<file path="config.mk">
export PLATFORM = sky130hd
export DESIGN_NAME = iob_skid_reg_n
export DESIGN_NICKNAME = d
export VERILOG_FILES = /design/src/rtl/iob_skid_reg_n.sv
export SDC_FILE = /design/constraint.sdc
export NUM_CORES = 1
export LEC_CHECK = 0
export ABC_CLOCK_PERIOD_IN_PS = 1600
export BUFFER_PORTS_ARGS = -buffer_cell sky130_fd_sc_hd__clkbuf_2
export CORE_UTILIZATION = 48
export CTS_CLUSTER_SIZE = 24
export DETAILED_ROUTE_END_ITERATION = 8
export PLACE_DENSITY = 0.81
export SLEW_MARGIN = 10
export SYNTH_ARGS = -nofsm -noshare
export SYNTH_HDL_FRONTEND = slang
export SYNTH_SLANG_ARGS = --single-unit
</file>
<file path="constraint.sdc">
create_clock -name clk_i -period 1.6 [get_ports clk_i]
set_clock_uncertainty 0.2 [all_clocks]
set_input_delay 0.32 -clock clk_i [delete_from_list [all_inputs] [get_ports clk_i]]
set_output_delay 0.32 -clock clk_i [all_outputs]
set_load 0.02 [all_outputs]
</file>
<file path="src/rtl/iob_skid_reg_n.sv">
// iob_skid_reg_n: two-entry ready/valid skid buffer with fully registered
// forward (valid/data) and backward (ready) paths. The only combinational
// term on the outputs is the clock-enable gating of valid and ready.
//
// Optional feature: define IOB_SKID_REG_N_FLUSH_EN to add a synchronous
// active-high flush_i port that empties the buffer (data registers are
// left untouched). Without the macro the port and its logic are absent.

module iob_skid_reg_n #(
    parameter int                DATA_W  = 21,
    parameter logic [DATA_W-1:0] RST_VAL = {DATA_W{1'b0}}
) (
    input  logic              clk_i,
    input  logic              rst_n_i,
    input  logic              cke_i,
`ifdef IOB_SKID_REG_N_FLUSH_EN
    input  logic              flush_i,
`endif
    input  logic              s_valid_i,
    output logic              s_ready_o,
    input  logic [DATA_W-1:0] s_data_i,
    output logic              m_valid_o,
    input  logic              m_ready_i,
    output logic [DATA_W-1:0] m_data_o
);

    // Encoding mirrors the valid bits: bit0 = main_v, bit1 = skid_v.
    // 2'b10 (skid without main) is unreachable and recovers to EMPTY.
    typedef enum logic [1:0] {
        ST_EMPTY = 2'b00,
        ST_ONE   = 2'b01,
        ST_FULL  = 2'b11
    } state_t;

    state_t            state_r;
    state_t            state_nxt_s;
    logic              ready_r;
    logic [DATA_W-1:0] main_data_r;
    logic [DATA_W-1:0] skid_data_r;

    logic              main_v_s;
    logic              in_xfer_s;
    logic              out_xfer_s;
    logic              flush_s;
    logic              load_main_s;
    logic              load_skid_s;
    logic              main_from_skid_s;

`ifdef IOB_SKID_REG_N_FLUSH_EN
    assign flush_s = flush_i;
`else
    assign flush_s = 1'b0;
`endif

    // Handshake qualification: both transfers already carry the cke gating
    // through the gated output strobes.
    always_comb begin
        in_xfer_s  = s_valid_i & s_ready_o;
        out_xfer_s = m_valid_o & m_ready_i;
    end

    // Next-state and data-load decode for the occupancy FSM.
    always_comb begin
        state_nxt_s      = state_r;
        load_main_s      = 1'b0;
        load_skid_s      = 1'b0;
        main_from_skid_s = 1'b0;
        if (!cke_i) begin
            state_nxt_s = state_r;
        end else if (flush_s) begin
            state_nxt_s = ST_EMPTY;
        end else begin
            case (state_r)
                ST_EMPTY: begin
                    if (in_xfer_s) begin
                        state_nxt_s = ST_ONE;
                        load_main_s = 1'b1;
                    end else begin
                        state_nxt_s = ST_EMPTY;
                    end
                end
                ST_ONE: begin
                    if (in_xfer_s && !out_xfer_s) begin
                        state_nxt_s = ST_FULL;
                        load_skid_s = 1'b1;
                    end else if (in_xfer_s && out_xfer_s) begin
                        state_nxt_s = ST_ONE;
                        load_main_s = 1'b1;
                    end else if (out_xfer_s) begin
                        state_nxt_s = ST_EMPTY;
                    end else begin
                        state_nxt_s = ST_ONE;
                    end
                end
                ST_FULL: begin
                    // Ready is low in FULL, so only the output side can move.
                    if (out_xfer_s) begin
                        state_nxt_s      = ST_ONE;
                        load_main_s      = 1'b1;
                        main_from_skid_s = 1'b1;
                    end else begin
                        state_nxt_s = ST_FULL;
                    end
                end
                default: begin
                    state_nxt_s = ST_EMPTY;
                end
            endcase
        end
    end

    // State and registered ready: ready_r tracks "skid will be empty".
    always_ff @(posedge clk_i) begin
        if (!rst_n_i) begin
            state_r <= ST_EMPTY;
            ready_r <= 1'b1;
        end else begin
            state_r <= state_nxt_s;
            ready_r <= (state_nxt_s != ST_FULL);
        end
    end

    // Data registers: main refills from skid on drain, otherwise from input.
    always_ff @(posedge clk_i) begin
        if (!rst_n_i) begin
            main_data_r <= RST_VAL;
            skid_data_r <= RST_VAL;
        end else begin
            if (load_main_s) begin
                main_data_r <= main_from_skid_s ? skid_data_r : s_data_i;
            end else begin
                main_data_r <= main_data_r;
            end
            if (load_skid_s) begin
                skid_data_r <= s_data_i;
            end else begin
                skid_data_r <= skid_data_r;
            end
        end
    end

    // Output decode: registered state gated only by the clock enable.
    always_comb begin
        main_v_s  = (state_r == ST_ONE) || (state_r == ST_FULL);
        m_valid_o = main_v_s & cke_i;
        s_ready_o = ready_r & cke_i;
        m_data_o  = main_data_r;
    end

endmodule

</file>
# Yosys cells after proc, flatten, opt, wreduce, memory -nomap -nowiden
# Cells that the tools add are included.
[totals]
reg_bits = 45
latch_bits = 0
mem_bits_rw = 0
rom_bits = 0
input_bits = 26
out_inout_bits = 23
n_memories = 0
[op_classes]
addsub = 0
multipliers = 0
n_div = 0
magnitude_cmp = 0
n_eq_ne = 3
n_shift = 0
muxes = 19
bitwise = 4
n_reduce_logical = 5
[ops]
columns = ["op", "n"]
rows = [
  ["two-way mux 21 bit", 1],
  ["two-way mux 1 bit", 13],
  ["two-way mux 2 bit", 3],
  ["case mux 2 bit (3 select lines)", 1],
  ["AND 1 bit", 4],
  ["case mux 1 bit (3 select lines)", 1],
  ["== test 2 x 1 -> 1 bit, second input constant", 1],
  ["== test 2 bit, second input constant", 1],
  ["logical AND 1 bit", 2],
  ["zero test 2 bit", 1],
  ["!= test 2 bit, second input constant", 1],
  ["zero test 1 bit", 1],
  ["logical OR 1 bit", 1],
]

# Longest topological paths before layout
# Gate-level depths: netlist of the first run.
[logic_depth]
word_depth = 10
mapped_depth = 6

# Worst setup path after synthesis of the first run
# Ideal clock, no wire load.
[synth_timing]
path_type = "input port to flip-flop"
startpoint = "in cke_i"
endpoint = "reg main_data_r[10], in the netlist m_data_o[10]"
setup_ps = 103
t_arrival_ps = 1292
required_time_ps = 1297
path_slack_ps = 5
cell_stages = 5
n_path_buf = 2
path_cell_list = "buf_2 -> nand4_1 -> buf_4 -> mux2i_1 -> a2111oi_2"
[synth_via]
elab_chain_len = 7
[synth_rtl]
columns = ["item", "line", "source"]
rows = [
  ["start, declared", "15", "input logic cke_i,"],
  ["AND 1 bit, on equally long branches", "146, 145", ""],
  ["AND 1 bit, on equally long branches", "58, 59", ""],
  ["logical AND 1 bit or zero test 1 bit (tied branches)", "86, 83", ""],
  ["two-way mux 1 bit or logical AND 1 bit (tied branches)", "86, 83", ""],
  ["two-way mux 1 bit", "83", "if (in_xfer_s && !out_xfer_s) begin"],
  ["case mux 1 bit (3 select lines)", "73", "case (state_r)"],
  ["two-way mux 1 bit", "68", "if (!cke_i) begin"],
  ["end signal, assigned", "130", "main_data_r <= main_from_skid_s ? skid_data_r : s_data_i;"],
  ["end signal, assigned", "132", "main_data_r <= main_data_r;"],
  ["end, declared", "38", "logic [DATA_W-1:0] main_data_r;"],
]
# Several ways; a longest one is shown, not always the timed one.
# A chain may end at the register's enable or synchronous reset.

# Worst setup path in the final report of the first run
[layout_timing]
startpoint = "reg state_r[1]"
endpoint = "reg main_data_r[11], in the netlist m_data_o[11]"
[layout_via]
elab_chain_len = 9
[layout_rtl]
columns = ["item", "line", "source"]
rows = [
  ["start, declared", "35", "state_t state_r;"],
  ["start signal, assigned", "118", "state_r <= state_nxt_s;"],
  ["== test 2 x 1 -> 1 bit or == test 2 bit (tied branches)", "73, 144", ""],
  ["logical OR 1 bit", "144", "main_v_s = (state_r == ST_ONE) || (state_r == ST_FULL);"],
  ["AND 1 bit", "145", "m_valid_o = main_v_s & cke_i;"],
  ["AND 1 bit", "59", "out_xfer_s = m_valid_o & m_ready_i;"],
  ["logical AND 1 bit or zero test 1 bit (tied branches)", "86, 83", ""],
  ["two-way mux 1 bit or logical AND 1 bit (tied branches)", "86, 83", ""],
  ["two-way mux 1 bit", "83", ""],
  ["case mux 1 bit (3 select lines)", "73", ""],
  ["two-way mux 1 bit", "68", ""],
]
# Several ways; a longest one is shown, not always the timed one.

==> metrics.md, run 1 <==
| Metric | Value |
|---|---|
| Status | finished, violations left |
| Violated checks | negative setup slack |
| Setup TNS | -0.256 ns |
| Crit. End Element | register |
| Relative max-transition margin | 75.4% |
| Layout area overhead | 29.8% |
| Fin crit period | 1.65 ns |
| Pwr Density | 867 nW/um^2 |
| Die area | 4860 um^2 |
| CTS tree | done |
| Starting DRT DRC Count | 160 |
| Synth Net Count | 262 |
| Initial Util | about half |
| CP Launch Type | register |
| Synth Warn # | 0 |
| Compound-cell area share of the yosys netlist | approximately 30% |
| Via density | 6.15 |
| CP max FO | 8 |
| N_diodes | 0 |
| Post-Syn Area | 2200 um^2 |
| Total gr overflow | 0 |
| Worst Hold Launch | s_data_i[1] |
| Maxcap violations | 0 |
| Gr usage total | between 20% and 30% |
| Routability cong. | 0.781 |
| Post-synth top area share | 40.9% |
| Post-Layout Cell Count | between 300 and 400 |
| Drt pass-1 iters | 4 |
| Yosys cell types | 28 |
| Synth Area in XOR/XNOR | 0% |
| Final antenna-violating net count | 0 |
| Setup slack after layout | -0.0540 ns |
| Max clock buf depth | 2 |
| Required time of the critical path | 1.61 ns |
| Die X | between 60 and 70 um |
| Largest net degree at the start of global routing | 22 |
| Post-Synthesis Cells | 236 |
| Skew-Pair Late Insertion Delay | 0.30 ns |
| Share of layout cells above drive strength 1 | 38.8% |
| Final setup fails | 12 |
| Die H | ~70 um |
| Tcrit/Tclk final | 103% |
| First-pass GRT wire length | 9460 um |
| Leak pwr | 1.19 nW |
| Vias | 2109 |
| Post-Place Cells | between 300 and 400 |
| Port Buffers | between 40 and 50 |
| Clk sinks | 45 |
| Inserted Clock Buffers | 5 |
| Max Slew Vio Count | 0 |
| Hold Path Depth | 3 |
| CTS root buf | clkbuf_8 |
| Hold Vio Cnt, Final | 0 |
| Final wirelength | 6210 um |
| Reg2reg path depth | 3 |
| Reg2reg end | m_data_o[11] |
| Nets | approximately 320 |
| Hpwl dp | between 3000 and 4000 um |
| Initial antenna violation count | 0 |
| IO Count | between 40 and 50 |
| Synth area leaders | dfxtp_1 41%, a2111oi_2 14%, a21oi_1 10% |
| Data arrival, critical path | about 1.7 ns |
| Cell taking the most area after synthesis | dfxtp_1 |
| Seq cells post-synth | 45 |
| Unrepaired setup endpoints after global routing | yes |
| Htree depth | 2 |
| Fmax | 605 MHz |
| Top-count cell post-synth | dfxtp_1 |
| Kind of critical path | register to register |
| Multiplexer share of the synthesized area | 9.55% |
| Register area share after synthesis | 40.9% |
| Per-cell routed wire length | 18.1 um |
| Pre-CTS WS | -0.126 ns |
| Largest family of logic cells by synthesized area | compound AO/OA/AOI/OAI gates |
| Adder-Cell Fraction of Synth Area | 0% |
| Number of global-route vias before repair | 1964 |
| Avg Cell Area, Syn | 9.33 um^2 |
| Flop-to-flop setup slack | -0.05 ns |
| Main flop type after synthesis | dfxtp_1 |
| Post-route DRC | 0 |
| Worst-margin pin slew | 0.359 ns |
| Post-synth EDFFs | 0 |
| Post-synth ARST share | 0% |
| Core Area | 4380 um^2 |
| Worst IR Drop VDD | 0.428 mV |
| Simple-gate share of the synthesized area | 14.2% |
| Crit Reg-Reg Startpoint | state_r[1] |
| Clock-pin transition on the worst setup and hold timing paths | about 0.09 ns |
| Worst min-delay path category | input pin to register |
| Row count | 24 |
| Min-Delay Endpoint | skid_data_r[1] |
| Synth top cells by count | 45 x dfxtp_1, 44 x a21oi_1, 22 x nor3_1 |
layer usage:
metal,global-route usage (%),part of all wire (%),vias to the layer above
met5,0,0,-
met4,8.44,1.6,0
met3,6.40,4.8,10
met2,39.8,49,72
met1,32.2,44,1008
li1,-,-,1019
cells in the final DEF (no fill, tap or decap), types with 2 or more instances in the layout:
cell type / synthesis / layout
a2111oi_2: 20 / 16
a2111oi_4: 0 / 5
a21oi_1: 44 / 44
and2_1: 3 / 2
buf_12: 0 / 4
buf_4: 2 / 14
buf_6: 2 / 2
clkbuf_2: 0 / 47
clkbuf_8: 0 / 7
dfxtp_1: 45 / 43
dfxtp_2: 0 / 2
inv_2: 1 / 2
mux2i_1: 21 / 21
nand3_1: 21 / 21
nor3_1: 22 / 22
o211a_4: 1 / 3
o21ai_0: 18 / 3
o21ai_1: 3 / 16
o21ai_2: 0 / 2
repair_timing:
item / CTS / global route
endpoints found under the setup margin: 40 / 44
resized for setup: 13 / 26
hold endpoints to repair: 0 / 0
pin swaps: 1 / 6
setup buffers: 0 / 1
cloned: 2 / 2
hold buffers: 0 / 0
worst max-delay path, cell delays in order (launching register included):
cell	delay, ns
dfxtp_2	0.39
and3b_2	0.28
o211a_4	0.32
a2111oi_4	0.37
logic make-up (layout without fill, tap and decap cells):
group           after synthesis  in the layout
compound gates               87             90
buf+inv                      27             79
flops                        45             45
mux                          21             21
simple gates                 56             56
stage by stage:
step	hold slack, ns	area [um^2]	total power, mW	utilization (%)
2_1_floorplan	0.253	2200	1.51	-
5_1_grt	0.0540	2860	2.58	65.2
6_report	0.0543	2860	2.48	65.2
3_3_place_gp	0.260	2570	1.66	58.6
3_5_place_dp	0.266	2570	1.67	58.6
4_1_cts	0.0519	2720	2.43	62.1
power breakdown:
group	leakage (nW)	internal, mW	switching [mW]
Clock	0.0512	0.351	0.411
Sequential	0.367	1.17	0.0378
Combinational	0.773	0.203	0.312
Total	1.19	1.72	0.760
layout make-up:
| type | count | area [um^2] |
|---|---|---|
| fillers | 357 | 1530 |
| multi-input cells | 167 | 1300 |
| flip-flops and latches | 45 | 903 |
| repair buffers | 69 | 482 |
| clock buffers | 6 | 82.6 |
| well taps | 52 | 65.1 |
| clock inverters | 2 | 13.8 |
| inverters | 2 | 7.51 |
flip-flops by register name (all words and copies together), names as in the netlist:
name,count
ready_r,1
state_r,2
skid_data_r,21
m_data_o,21
how the worst max path moves through the flow:
stage | from | endpoint
6_report | state_r[1] | m_data_o[11]
5_1_grt | state_r[0] | m_data_o[1]
4_1_cts | state_r[1] | skid_data_r[9]
3_5_place_dp | m_ready_i | skid_data_r[9]
3_3_place_gp | m_ready_i | skid_data_r[1]
2_1_floorplan | cke_i | m_data_o[10]
Power figures use the tool's default switching activity.
==> run 2, diff against run 1 <==
--- a/config.mk
+++ b/config.mk
@@ -10,6 +10,7 @@
 export CORE_UTILIZATION = 48
 export CTS_CLUSTER_SIZE = 24
 export DETAILED_ROUTE_END_ITERATION = 8
+export HOLD_SLACK_MARGIN = 0.15
 export PLACE_DENSITY = 0.81
 export SLEW_MARGIN = 10
 export SYNTH_ARGS = -nofsm -noshare
==> run 2 against run 1 <==
Net effect: the flow still finishes with violations (negative setup slack); critical endpoint is now m_data_o[13]; global-route usage is 1.3 points higher; sequential share of layout area is 1.8 points lower; largest power group unchanged; largest cell class unchanged; worst setup slack worse by 0.00063 ns; fmax hardly changed.
==> metrics.md, run 2 (synthesized netlist as in run 1, its figures left out) <==
| Metric | Value |
|---|---|
| Fin util | 69.4% (was 65.2%) |
| Initial antenna violation count | 0 (unchanged) |
| Met3 wire len | 361 um (was 298 um) |
| Drt pass-1 iters | 4 (unchanged) |
| Max clock buf depth | 2 (unchanged) |
| Final wirelength | 6420 um (was 6210 um) |
| Core Area | 4380 um^2 (unchanged) |
| Clock-pin transition on the worst setup and hold timing paths | 0.09 ns (about the same) |
| Commonest non-fill, non-tap cell in the layout | clkbuf_2 (unchanged) |
| Design area | 3040 um^2 (was 2860 um^2) |
| Fin crit period | 1.65 ns (about the same) |
| Tcrit/Tclk final | 103% (about the same) |
| Initial Util | 50.2% (unchanged) |
| Row count | 24 (unchanged) |
| Min Hold Slack | 0.196 ns (was 0.0543 ns) |
| Port Buffers | 48 (unchanged) |
| Worst min-delay path category | input pin to register (unchanged) |
| Violated checks | negative setup slack (unchanged) |
| Number of global-route vias before repair | 2106 (was 1964) |
| Crit. End Element | register (unchanged) |
| Commonest cells after routing, fill and taps aside | 47 x clkbuf_2, 44 x a21oi_1, 43 x dfxtp_1 (unchanged) |
| First-pass GRT wire length | 10000 um (was 9460 um) |
| Fmax | 604 MHz (was 605 MHz) |
| Top Metal Used | met4 (unchanged) |
| Relative max-transition margin | 76.9% (was 75.4%) |
| Total gr overflow | 0 (unchanged) |
| CP max FO | 10 (was 8) |
| Met1 wire length | 2780 um (was 2760 um) |
| Setup slack after layout | -0.0546 ns (was -0.0540 ns) |
| Unrepaired setup endpoints after global routing | yes (unchanged) |
| Routability cong. | 0.781 (unchanged) |
| Layout area overhead | 38.3% (was 29.8%) |
| Die H | 69.7 um (unchanged) |
| Met2 WL | 3160 um (was 3050 um) |
| Setup TNS | -0.710 ns (was -0.256 ns) |
| Post-route DRC | 0 (unchanged) |
| N_diodes | 0 (unchanged) |
| Per-cell routed wire length | 17.7 um (was 18.1 um) |
| Largest net degree at the start of global routing | 22 (unchanged) |
| Nets | 336 (was 316) |
| CTS root buf | clkbuf_8 (unchanged) |
| Gr usage total | 26.0% (was 24.7%) |
| Worst-margin pin slew | 0.337 ns (was 0.359 ns) |
| Status | finished, violations left (unchanged) |
| Share of layout cells above drive strength 1 | 36.0% (was 38.8%) |
| Inserted Clock Buffers | 5 (unchanged) |
| Via density | 6.02 (was 6.15) |
| Leak pwr | 1.28 nW (was 1.19 nW) |
| Final setup fails | 30 (was 12) |
| Maxcap violations | 0 (unchanged) |
| Final antenna-violating net count | 0 (unchanged) |
| Skew-Pair Late Insertion Delay | 0.31 ns (was 0.30 ns) |
| Data arrival, critical path | 1.67 ns (was 1.66 ns) |
| Hold Vio Cnt, Final | 0 (unchanged) |
| Max Slew Vio Count | 0 (unchanged) |
| Vias | 2186 (was 2109) |
| IO Count | 49 (unchanged) |
| Die area | 4860 um^2 (unchanged) |
| Worst IR Drop VDD | 0.441 mV (was 0.428 mV) |
| Die X | 69.7 um (unchanged) |
| Clk sinks | 45 (unchanged) |
| Required time of the critical path | 1.62 ns (was 1.61 ns) |
| Post-Place Cell Area | 2570 um^2 (unchanged) |
| CTS tree | done (unchanged) |
| Hpwl dp | 3710 um (unchanged) |
| Kind of critical path | register to register (unchanged) |
| Pwr Density | 825 nW/um^2 (was 867 nW/um^2) |
| CP Launch Type | register (unchanged) |
| Htree depth | 2 (unchanged) |
| Starting DRT DRC Count | 153 (was 160) |
[run 2: cell type report]
type / count / area (um^2)
timing repair buffer: 90 / 696
inverter: 2 / 7.51
clock buffer: 6 / 82.6
fill: 337 / 1340
sequential: 45 / 908
tap: 52 / 65.1
multi-input combinational: 166 / 1270
clock inverter: 2 / 13.8
[run 2: routing by layer]
layer,track usage (%),vias to the layer above
met5,0,-
met4,10.2,0
met3,6.54,12
met2,42.1,84
met1,33.3,1039
li1,-,1051
[run 2: power by group]
part | switching, mW | leakage (nW) | internal [mW]
Clock | 0.418 | 0.0512 | 0.351
Sequential | 0.0393 | 0.368 | 1.16
Combinational | 0.309 | 0.862 | 0.231
[run 2: per-stage QoR]
step | setup slack [ns] | total power [mW] | instances
after floorplan | 0.00493 | 1.51 | 236
after global placement | -0.0926 | 1.66 | 330
after detailed placement | -0.126 | 1.67 | 330
after CTS | -0.0253 | 2.47 | 361
after global routing | -0.0911 | 2.61 | 363
final | -0.0546 | 2.51 | 363
[run 2: final timing paths]
kind	from	to	slack, ns	cells after the start
setup / recovery	state_r[1]	m_data_o[13]	-0.05	3
hold / removal	m_ready_i	state_r[0]	0.20	4
setup reg to reg	state_r[1]	m_data_o[13]	-0.05	3
hold reg to reg	skid_data_r[13]	skid_data_r[13]	0.27	2
[run 2: what timing repair did]
action / in CTS / in global routing
hold buffers: 21 / 0
hold endpoints to repair: 21 / 0
pin swaps: 1 / 11
gates cloned: 2 / 1
setup buffers: 0 / 1
setup endpoints to repair: 40 / 44
gates resized for setup: 13 / 29
[run 2: critical path: stages, from the launching register on]
cell and delay [ns]:
dfxtp_4 0.40, and3b_2 0.27, o211a_4 0.33, a2111oi_4 0.37
==> run 3, diff against run 2 <==
--- a/config.mk
+++ b/config.mk
@@ -12,6 +12,7 @@
 export DETAILED_ROUTE_END_ITERATION = 8
 export HOLD_SLACK_MARGIN = 0.15
 export PLACE_DENSITY = 0.81
+export REMOVE_ABC_BUFFERS = 1
 export SLEW_MARGIN = 10
 export SYNTH_ARGS = -nofsm -noshare
 export SYNTH_HDL_FRONTEND = slang
==> run 3 against run 2 <==
Net effect: the run still ends with negative setup slack left; via count up 2.8%; sequential cell count unchanged; count of clock-buffer cells in the layout grew 2; register-to-register slack is essentially flat; non-clock buffer count rose by 4; worst setup slack lost 0.010 ns; fmax shrank 0.61%; worst hold slack worse by 0.0036 ns; largest power group unchanged; highest routed layer unchanged.
==> metrics.md, run 3 (synthesized netlist as in run 1, its figures left out) <==
| Metric | Value |
|---|---|
| Max clock buf depth | 2 (unchanged) |
| CTS tree | done (unchanged) |
| Required time of the critical path | 1.59 ns (was 1.62 ns) |
| Via density | 6.11 (was 6.02) |
| Worst min-delay path category | input pin to register (unchanged) |
| CP delay by family, top | simple AND/OR/NAND/NOR gates (was compound AO/OA/AOI/OAI gates) |
| Fill count | 305 (was 337) |
| Vias | 2247 (was 2186) |
| Die area | 4860 um^2 (unchanged) |
| Number of global-route vias before repair | 2156 (was 2106) |
| Relative max-transition margin | 73.1% (was 76.9%) |
| Inserted Clock Buffers | 5 (unchanged) |
| Drt pass-1 iters | 5 (was 4) |
| Post-Layout Cell Count | 368 (was 363) |
| Max Slew Vio Count | 0 (unchanged) |
| Overall power | 2.49 mW (was 2.51 mW) |
| Setup TNS | -1.05 ns (was -0.710 ns) |
| Gr usage total | 28.0% (was 26.0%) |
| WP depth | 4 (was 3) |
| Core Area | 4380 um^2 (unchanged) |
| Pwr Density | 783 nW/um^2 (was 825 nW/um^2) |
| Pre-CTS WS | -0.170 ns (was -0.126 ns) |
| Worst-margin pin slew | 0.400 ns (was 0.337 ns) |
| Final wirelength | 6870 um (was 6420 um) |
| Post-Place Cells | 330 (unchanged) |
| Row count | 24 (unchanged) |
| IO Count | 49 (unchanged) |
| Design area | 3190 um^2 (was 3040 um^2) |
| Maxcap violations | 0 (unchanged) |
| Nets | 341 (was 336) |
| Per-cell routed wire length | 18.7 um (was 17.7 um) |
| Hold Vio Cnt, Final | 0 (unchanged) |
| Post-route DRC | 0 (unchanged) |
| Commonest non-fill, non-tap cell in the layout | clkbuf_2 (unchanged) |
| Clock-pin transition on the worst setup and hold timing paths | 0.08 ns (was 0.09 ns) |
| Worst Path Buf+Inv | 1 (was 0) |
| Final setup fails | 39 (was 30) |
| Fmax | 601 MHz (was 604 MHz) |
| CP max FO | 10 (unchanged) |
| Final antenna-violating net count | 0 (unchanged) |
| Share of layout cells above drive strength 1 | 37.3% (was 36.0%) |
| Reg2reg path depth | 4 (was 3) |
| Skew-Pair Late Insertion Delay | 0.31 ns (about the same) |
| Status | finished, violations left (unchanged) |
| N_diodes | 0 (unchanged) |
| Unrepaired setup endpoints after global routing | yes (unchanged) |
| Leak pwr | 1.26 nW (was 1.28 nW) |
| Die H | 69.7 um (unchanged) |
| Fin crit period | 1.66 ns (was 1.65 ns) |
| Tcrit/Tclk final | 104% (was 103%) |
| Die X | 69.7 um (unchanged) |
| Post-Place Cell Area | 2560 um^2 (was 2570 um^2) |
| Crit. End Element | register (unchanged) |
| Worst path slowest cell | or4bb_1 (was dfxtp_4) |
| Violated checks | negative setup slack (unchanged) |
| Layout area overhead | 44.9% (was 38.3%) |
| Setup slack after layout | -0.0648 ns (was -0.0546 ns) |
| Clk sinks | 45 (unchanged) |
| First-pass GRT wire length | 10700 um (was 10000 um) |
| Data arrival, critical path | 1.66 ns (was 1.67 ns) |
| Hold Path Depth | 3 (was 4) |
| CTS root buf | clkbuf_8 (unchanged) |
| Fin util | 72.7% (was 69.4%) |
| Min Hold Slack | 0.192 ns (was 0.196 ns) |
| CP Launch Type | register (unchanged) |
| Kind of critical path | register to register (unchanged) |
| Starting DRT DRC Count | 281 (was 153) |
| Max incr delay on CP | 0.54 ns (was 0.40 ns) |
| Largest net degree at the start of global routing | 30 (was 22) |
| Routability cong. | 0.788 (was 0.781) |
| Port Buffers | 48 (unchanged) |
| Commonest cells after routing, fill and taps aside | 46 x clkbuf_2, 44 x a21oi_1, 42 x dfxtp_1 (was 47 x clkbuf_2, 44 x a21oi_1, 43 x dfxtp_1) |
| Initial antenna violation count | 0 (unchanged) |
| Total gr overflow | 0 (unchanged) |
| Worst-path cell chain | or4bb_1 -> buf_6 -> o21ai_1 -> a21oi_1 (was and3b_2 -> o211a_4 -> a2111oi_4) |
| Worst IR Drop VDD | 0.571 mV (was 0.441 mV) |
| Htree depth | 2 (unchanged) |
| Initial Util | 50.2% (unchanged) |
| Hpwl dp | 3710 um (about the same) |
run 3: final timing paths:
path	slack [ns]	startpoint	endpoint
setup reg to reg	-0.06	state_r[1]	skid_data_r[16]
setup / recovery	-0.06	state_r[1]	skid_data_r[16]
hold / removal	0.19	s_valid_i	state_r[1]
hold reg to reg	0.28	skid_data_r[1]	skid_data_r[1]
run 3: layout make-up:
type,instances,area [um^2],share of cell area (%)
multi-input combinational,167,1410,44.1
sequential,45,910,28.5
timing repair buffer,94,721,22.6
clock buffer,8,80.1,2.51
tap,52,65.1,2.04
inverter,2,7.51,0.235
run 3: layer usage:
| layer | GRT usage (%) | vias to the layer above | wire (um) |
|---|---|---|---|
| met5 | 0 | - | 0 |
| met3 | 5.23 | 22 | 394 |
| met4 | 14.4 | 0 | 185 |
| li1 | - | 1060 | - |
| met2 | 44.8 | 109 | 3340 |
| met1 | 35.9 | 1056 | 2950 |
run 3: where the power goes:
group	internal, mW	total [mW]	leakage [nW]	switching (mW)
clock network	0.311	0.697	0.0395	0.386
logic	0.251	0.596	0.853	0.344
registers	1.16	1.20	0.367	0.0395
run 3: what timing repair did:
item                                    in CTS  in global routing
resized for setup                           29                 22
hold buffers                                22                  0
endpoints found under the setup margin      40                 44
pin swaps                                   25                  8
buffers inserted                             4                  1
cloned                                       4                  1
endpoints found under the hold margin       22                  0
run 3: tightest hold or removal path: cells and delay by family:
kind,cells,cell delay (ns)
simple gates,1,0.13
buf+inv,1,0.11
compound gates,1,0.08
